[src/rtl/ip_arb_pkg.sv]
// Shared types and constants for the IP transmit arbiter slice.
// Holds the arbiter state encoding, the IP header layout and the round-robin step helper.
package ip_arb_pkg;

  localparam int unsigned IP_HDR_W = 160;

  typedef enum logic [1:0] {
    IDLE,
    HDR,
    PAYLOAD
  } arb_state_t;

  typedef struct packed {
    logic [3:0]  version;
    logic [3:0]  ihl;
    logic [5:0]  dscp;
    logic [1:0]  ecn;
    logic [15:0] length;
    logic [15:0] identification;
    logic [2:0]  flags;
    logic [12:0] fragment_offset;
    logic [7:0]  ttl;
    logic [7:0]  protocol;
    logic [15:0] header_checksum;
    logic [31:0] source_ip;
    logic [31:0] dest_ip;
  } ip_hdr_t;

  // Next requester index in circular order, wrapping at n.
  function automatic int unsigned rr_next(input int unsigned cur, input int unsigned n);
    return (cur + 1 >= n) ? 0 : cur + 1;
  endfunction

endpackage

[src/rtl/rr_arbiter.sv]
// Combinational round-robin picker: searches from the requester after the last
// winner, wrapping, and returns the first active request as one-hot and index.
module rr_arbiter
  import ip_arb_pkg::*;
#(
  parameter int unsigned N  = 4,
  parameter int unsigned IW = $clog2(N)
) (
  input  logic [N-1:0]  req,
  input  logic [IW-1:0] last,
  output logic [N-1:0]  grant,
  output logic [IW-1:0] idx,
  output logic          found
);

  int unsigned cand;

  always_comb begin
    grant = '0;
    idx   = '0;
    found = 1'b0;
    cand  = rr_next(32'(last), N);
    for (int unsigned i = 0; i < N; i++) begin
      if (!found && req[cand[IW-1:0]]) begin
        found                   = 1'b1;
        idx                     = cand[IW-1:0];
        grant[cand[IW-1:0]]     = 1'b1;
      end
      cand = rr_next(cand, N);
    end
  end

endmodule

[src/rtl/ip_tx_arbiter.sv]
// Frame-level arbiter merging N_REQ IP header+payload streams onto one output.
// A winner owns the header channel, then the payload channel until tlast.
module ip_tx_arbiter
  import ip_arb_pkg::*;
#(
  parameter int unsigned N_REQ = 4,
  parameter int unsigned DW    = 8,
  parameter int unsigned HDR_W = IP_HDR_W
) (
  input  logic                    i_clk,
  input  logic                    i_rst,
  input  logic [N_REQ-1:0]        s_hdr_valid,
  output logic [N_REQ-1:0]        s_hdr_ready,
  input  logic [N_REQ*HDR_W-1:0]  s_hdr_data,
  input  logic [N_REQ*DW-1:0]     s_tdata,
  input  logic [N_REQ-1:0]        s_tvalid,
  input  logic [N_REQ-1:0]        s_tlast,
  output logic [N_REQ-1:0]        s_tready,
  output logic                    m_hdr_valid,
  input  logic                    m_hdr_ready,
  output logic [HDR_W-1:0]        m_hdr_data,
  output logic [DW-1:0]           m_tdata,
  output logic                    m_tvalid,
  output logic                    m_tlast,
  input  logic                    m_tready,
  output logic [N_REQ-1:0]        o_grant,
  output logic                    o_busy
);

  localparam int unsigned IW = $clog2(N_REQ);

  arb_state_t       state;
  arb_state_t       state_nxt;
  logic [IW-1:0]    gidx;
  logic [IW-1:0]    last_winner;
  logic [N_REQ-1:0] grant_q;
  logic [N_REQ-1:0] rr_grant;
  logic [IW-1:0]    rr_idx;
  logic             rr_found;
  logic             arb_armed;
  logic             hdr_fire;
  logic             tail_fire;

  rr_arbiter #(
    .N  (N_REQ),
    .IW (IW)
  ) u_rr (
    .req   (s_hdr_valid),
    .last  (last_winner),
    .grant (rr_grant),
    .idx   (rr_idx),
    .found (rr_found)
  );

  // Arbitration is held off for one edge after reset release, so the
  // earliest grant lands on the second rising edge.
  always_ff @(posedge i_clk or posedge i_rst) begin
    if (i_rst) begin
      arb_armed <= 1'b0;
    end else begin
      arb_armed <= 1'b1;
    end
  end

  always_ff @(posedge i_clk or posedge i_rst) begin
    if (i_rst) begin
      state <= IDLE;
    end else begin
      state <= state_nxt;
    end
  end

  always_ff @(posedge i_clk or posedge i_rst) begin
    if (i_rst) begin
      gidx        <= '0;
      grant_q     <= '0;
      last_winner <= IW'(N_REQ - 1);
    end else if (state == IDLE && state_nxt == HDR) begin
      gidx    <= rr_idx;
      grant_q <= rr_grant;
    end else if (state == PAYLOAD && state_nxt == IDLE) begin
      last_winner <= gidx;
      grant_q     <= '0;
    end
  end

  always_comb begin
    hdr_fire  = m_hdr_valid & m_hdr_ready;
    tail_fire = m_tvalid & m_tready & m_tlast;
    state_nxt = state;
    unique case (state)
      IDLE:    if (arb_armed && rr_found) state_nxt = HDR;
      HDR:     if (hdr_fire)              state_nxt = PAYLOAD;
      PAYLOAD: if (tail_fire)             state_nxt = IDLE;
      default:                            state_nxt = IDLE;
    endcase
  end

  // Every mux is steered by the registered owner index; requests never reach it.
  always_comb begin
    s_hdr_ready = '0;
    s_tready    = '0;
    m_hdr_valid = 1'b0;
    m_hdr_data  = '0;
    m_tdata     = '0;
    m_tvalid    = 1'b0;
    m_tlast     = 1'b0;
    unique case (state)
      HDR: begin
        m_hdr_valid       = s_hdr_valid[gidx];
        s_hdr_ready[gidx] = m_hdr_ready;
        for (int unsigned k = 0; k < N_REQ; k++) begin
          if (gidx == IW'(k)) m_hdr_data = s_hdr_data[k*HDR_W +: HDR_W];
        end
      end
      PAYLOAD: begin
        m_tvalid       = s_tvalid[gidx];
        m_tlast        = s_tlast[gidx];
        s_tready[gidx] = m_tready;
        for (int unsigned k = 0; k < N_REQ; k++) begin
          if (gidx == IW'(k)) m_tdata = s_tdata[k*DW +: DW];
        end
      end
      default: ;
    endcase
  end

  always_comb begin
    o_grant = grant_q;
    o_busy  = (state != IDLE);
  end

endmodule

[config.mk]
export PLATFORM = sky130hd
export DESIGN_NAME = ip_tx_arbiter
export DESIGN_NICKNAME = d
export VERILOG_FILES = /design/src/rtl/ip_arb_pkg.sv /design/src/rtl/rr_arbiter.sv /design/src/rtl/ip_tx_arbiter.sv
export SDC_FILE = /design/constraint.sdc
export NUM_CORES = 1
export LEC_CHECK = 0
export BUFFER_PORTS_ARGS = -buffer_cell sky130_fd_sc_hd__buf_2
export CAP_MARGIN = 15
export CORE_AREA = 3 3 334 336
export CTS_BUF_LIST = sky130_fd_sc_hd__clkbuf_2 sky130_fd_sc_hd__clkbuf_4 sky130_fd_sc_hd__clkbuf_8
export CTS_CLUSTER_DIAMETER = 150
export CTS_CLUSTER_SIZE = 12
export DETAILED_ROUTE_END_ITERATION = 8
export DIE_AREA = 0 0 337 339
export PLACE_DENSITY_LB_ADDON = 0.05
export SLEW_MARGIN = 40
export SYNTH_ARGS = -nofsm -noshare
export SYNTH_HDL_FRONTEND = slang
export SYNTH_HIERARCHICAL = 1
export SYNTH_SLANG_ARGS = --single-unit
[constraint.sdc]
create_clock -name i_clk -period 3 [get_ports i_clk]
set_input_delay 0.15 -clock i_clk [delete_from_list [all_inputs] [get_ports i_clk]]
set_output_delay 0.15 -clock i_clk [all_outputs]
set_load 0.02 [all_outputs]
==> key figures <==
Min path
  • Hold path endpoint: state[1]$_DFF_PP0_
  • Hold crit path type: in -> reg
  • Hold_sp: m_hdr_ready
  • Worst hold stages: 2

STA
  • Final Critical Period: 2.70 ns
  • Skew final: 0.0172 ns
  • Max Fclk: 371 MHz
  • Rel. slew slack: 62.8%
  • Setup TNS: 0 ns
  • Max-slew violations: 0
  • Worst Max-Slew Pin Slew: roughly 0.56 ns
  • Setup violations, final: 0
  • RSZ-0062 raised after global routing: false
  • Tcrit/Tclk final: 89.9%
  • Final hold violations: 0

Synth
  • Syn_area_per_cell: 12.1 um2
  • #FFs+latches synth: 11
  • Share of the yosys chip area belonging to registers: 4.45%
  • Syn. warnings: 6
  • Synth Flop Type: dfrtp_1
  • Cell area after synthesis: 6240 um2
  • Yosys cell types: 46
  • Mapped Nets: 1214
  • EDFF count, synth: 0
  • Syn Inst Count: 518
  • Synth async-reset ratio: 100%

Placed design
  • DP Cell Count: 2778
  • Detailed placer's ending HPWL: 61800 um
  • GP Congestion: approximately 0.81
  • IO buf count: 871

Outcome
  • Status: complete, no violations

Clocking
  • # resized after CTS: 0
  • Num CTS Buffers: 3
  • Clock Path Buffers: 2
  • CTS tree: built
  • H-tree Lvls: 1
  • Clk slew on worst S/H paths: 0.07 ns
  • Root Buffer: clkbuf_8
  • Postcts setup bufs: 0
  • CTS sink cnt: 11
  • Worst-Skew Late Latency: 0.25 ns

Die
  • Rows: 121
  • Starting Density: approximately 5.7%
  • Die Width: 337 um
  • Die height: around 340 um
  • Core ar.: ~110000 um2
  • Die area: 114000 um2
  • I/O pin count: 872

Global routing
  • Initial antenna violation count: 62
  • Global-route usage over all layers: 11.0%
  • Largest net degree at the start of global routing: 48
  • Vias in the first global route: between 9000 and 10000
  • Congestion Overflow GR: 0
  • First-pass GRT wire length: 86800 um

Final layout
  • Post-route insts no fill: 2798
  • Post-layout nets: 2066
  • Share of cells above drive strength 1: 81.1%
  • Area delta synth->final: 102%
  • FILL cells: about 13000

Run
  • MaxCap Viol Count: 0

Worst setup path
  • Reg2reg end: gidx[1]$_DFFE_PP0P_
  • Worst EP required: 3.17 ns
  • Reg2reg start: last_winner[0]$_DFFE_PP1P_
  • Worst EP arrival: 2.86 ns
  • CP Max Fanout: 14
  • CP startpoint kind: flip-flop
  • Critical Path Sink Type: flip-flop
  • CP startpoint: last_winner[0]$_DFFE_PP1P_
  • Critical setup path kind: reg -> reg
  • R2R cell count: 8
  • R2R setup slack: 0.30 ns

Route
  • Overall routed net length: 67200 um
  • Vias per cell: 3.10
  • Via count: 8673
  • Post-route DRC: 0
  • Post-route ant nets: 0
  • DR pass1 iterations: 4
  • First-iteration detailed-routing DRC count: 256
  • DR WL/cell: roughly 24 um

Pwr
  • Pwr Density: 761 nW/um2
  • VDD IR-drop max: 279 uV
  • Pleak: 5.82 nW
==> cell usage in the layout (no fill, tap or decap), types with 2 or more instances in the layout <==
| cell | count |
|---|---|
| buf_2 | 871 |
| mux4_2 | 171 |
| and2_1 | 162 |
| buf_4 | 26 |
| nand2_1 | 20 |
| diode_2 | 15 |
| nor2_1 | 13 |
| buf_12 | 11 |
| nor2b_1 | 10 |
| ha_1 | 8 |
| dfrtp_1 | 7 |
| o21ai_0 | 6 |
| mux2_4 | 5 |
| nor3_1 | 4 |
| a221o_2 | 4 |
| nand2b_1 | 3 |
| inv_1 | 3 |
| clkbuf_8 | 3 |
| mux2i_1 | 3 |
| a22o_1 | 3 |
| dfrtp_4 | 2 |
| dfstp_2 | 2 |
| mux2_2 | 2 |
| o21bai_1 | 2 |
| a21oi_1 | 2 |
==> power by group <==
group,total [mW],leakage (nW),internal [mW],switching (mW)
logic,9.03,5.66,4.15,4.88
clock network,0.160,0.0256,0.0916,0.0684
registers,0.414,0.133,0.215,0.199
==> cell usage after synthesis (2+ instances only) <==
master	count	area share, %
o21ai_0	6	0.48
clkbuf_1	28	1.7
and2_1	162	16
nor2_1	13	0.78
nand2_1	20	1.2
mux2_2	2	0.36
nor2b_1	11	1.1
mux2i_1	3	0.48
mux2_4	5	1.2
a221o_2	4	0.72
o21bai_1	2	0.24
nand2b_1	4	0.40
mux4_2	171	62
ha_1	8	1.6
buf_1	10	0.60
a21oi_1	2	0.16
nor3_1	4	0.32
a22o_1	3	0.42
buf_6	3	0.54
buf_2	20	1.6
inv_1	3	0.18
dfstp_2	2	0.84
dfrtp_1	9	3.6
==> layer usage <==
layer	vias to the layer above	share of wire [%]	global-route usage, %
li1	3801	-	-
met1	4185	34	11.4
met2	571	55	21.9
met3	92	10	3.64
met4	24	1.2	1.12
met5	-	0.23	0
==> worst max-delay path by stage <==
| stage | end | slack, ns | cells past startpoint |
|---|---|---|---|
| floorplan | o_grant[0]$_DFFE_PP0P_ | 0.66 | 10 |
| finish | gidx[1]$_DFFE_PP0P_ | 0.30 | 8 |
| detailed placement | gidx[1]$_DFFE_PP0P_ | 0.33 | 8 |
| global placement | o_grant[3]$_DFFE_PP0P_ | 0.29 | 9 |
| CTS | gidx[1]$_DFFE_PP0P_ | 0.30 | 8 |
| global route | o_grant[1]$_DFFE_PP0P_ | 0.10 | 9 |
==> sequential cells by signal, summed over array words and instances (netlist names) <==
name,count
gidx,2
state,2
o_grant,4
arb_armed,1
last_winner,2
==> area by class of cell <==
| type | instances | area, um2 | share of cell area, % |
|---|---|---|---|
| antenna | 15 | 37.5 | 0.298 |
| clock inverter | 1 | 5.00 | 0.0397 |
| timing repair buffer | 909 | 4780 | 37.9 |
| multi-input combinational | 442 | 5680 | 45.0 |
| tap | 1414 | 1770 | 14.0 |
| clock buffer | 3 | 41.3 | 0.327 |
| sequential | 11 | 285 | 2.26 |
| inverter | 3 | 11.3 | 0.0893 |
==> timing repair <==
action	in CTS	in global routing
setup endpoints to repair	0	0
hold endpoints to repair	9	0
hold buffers	1	0
==> stage by stage <==
stage / hold slack, ns / cell area [um2] / setup slack [ns] / utilization (%) / total power [mW]
after floorplan: 0.00101 / 6240 / 0.661 / - / 6.12
after global placement: 0.233 / 12500 / 0.285 / 11.5 / 9.92
after global routing: 0.215 / 12600 / 0.105 / 11.6 / 10.5
after detailed placement: 0.226 / 12500 / 0.330 / 11.5 / 9.82
after CTS: 0.187 / 12600 / 0.301 / 11.6 / 10.0
final: 0.193 / 12600 / 0.304 / 11.6 / 9.60
==> critical path, stage by stage (launching register included) <==
cell       delay [ns]
dfstp_2          0.71
inv_1            0.15
ha_1             0.43
mux2_4           0.38
a211oi_4         0.36
a2111oi_1        0.14
o32ai_2          0.29
nand2_1          0.09
nand2_1          0.06
==> kinds of logic after synthesis <==
group,after synthesis,share of synthesized area (%)
multiplexers,181,63.7
adder cells (fa/ha/maj),8,1.60
flip-flops,11,4.45
buffers and inverters,65,4.73
AND/OR/NAND/NOR,224,21.5
AO/OA/AOI/OAI,28,3.95
other,1,0.0601
Note: power is estimated with default switching activity, not from simulation.
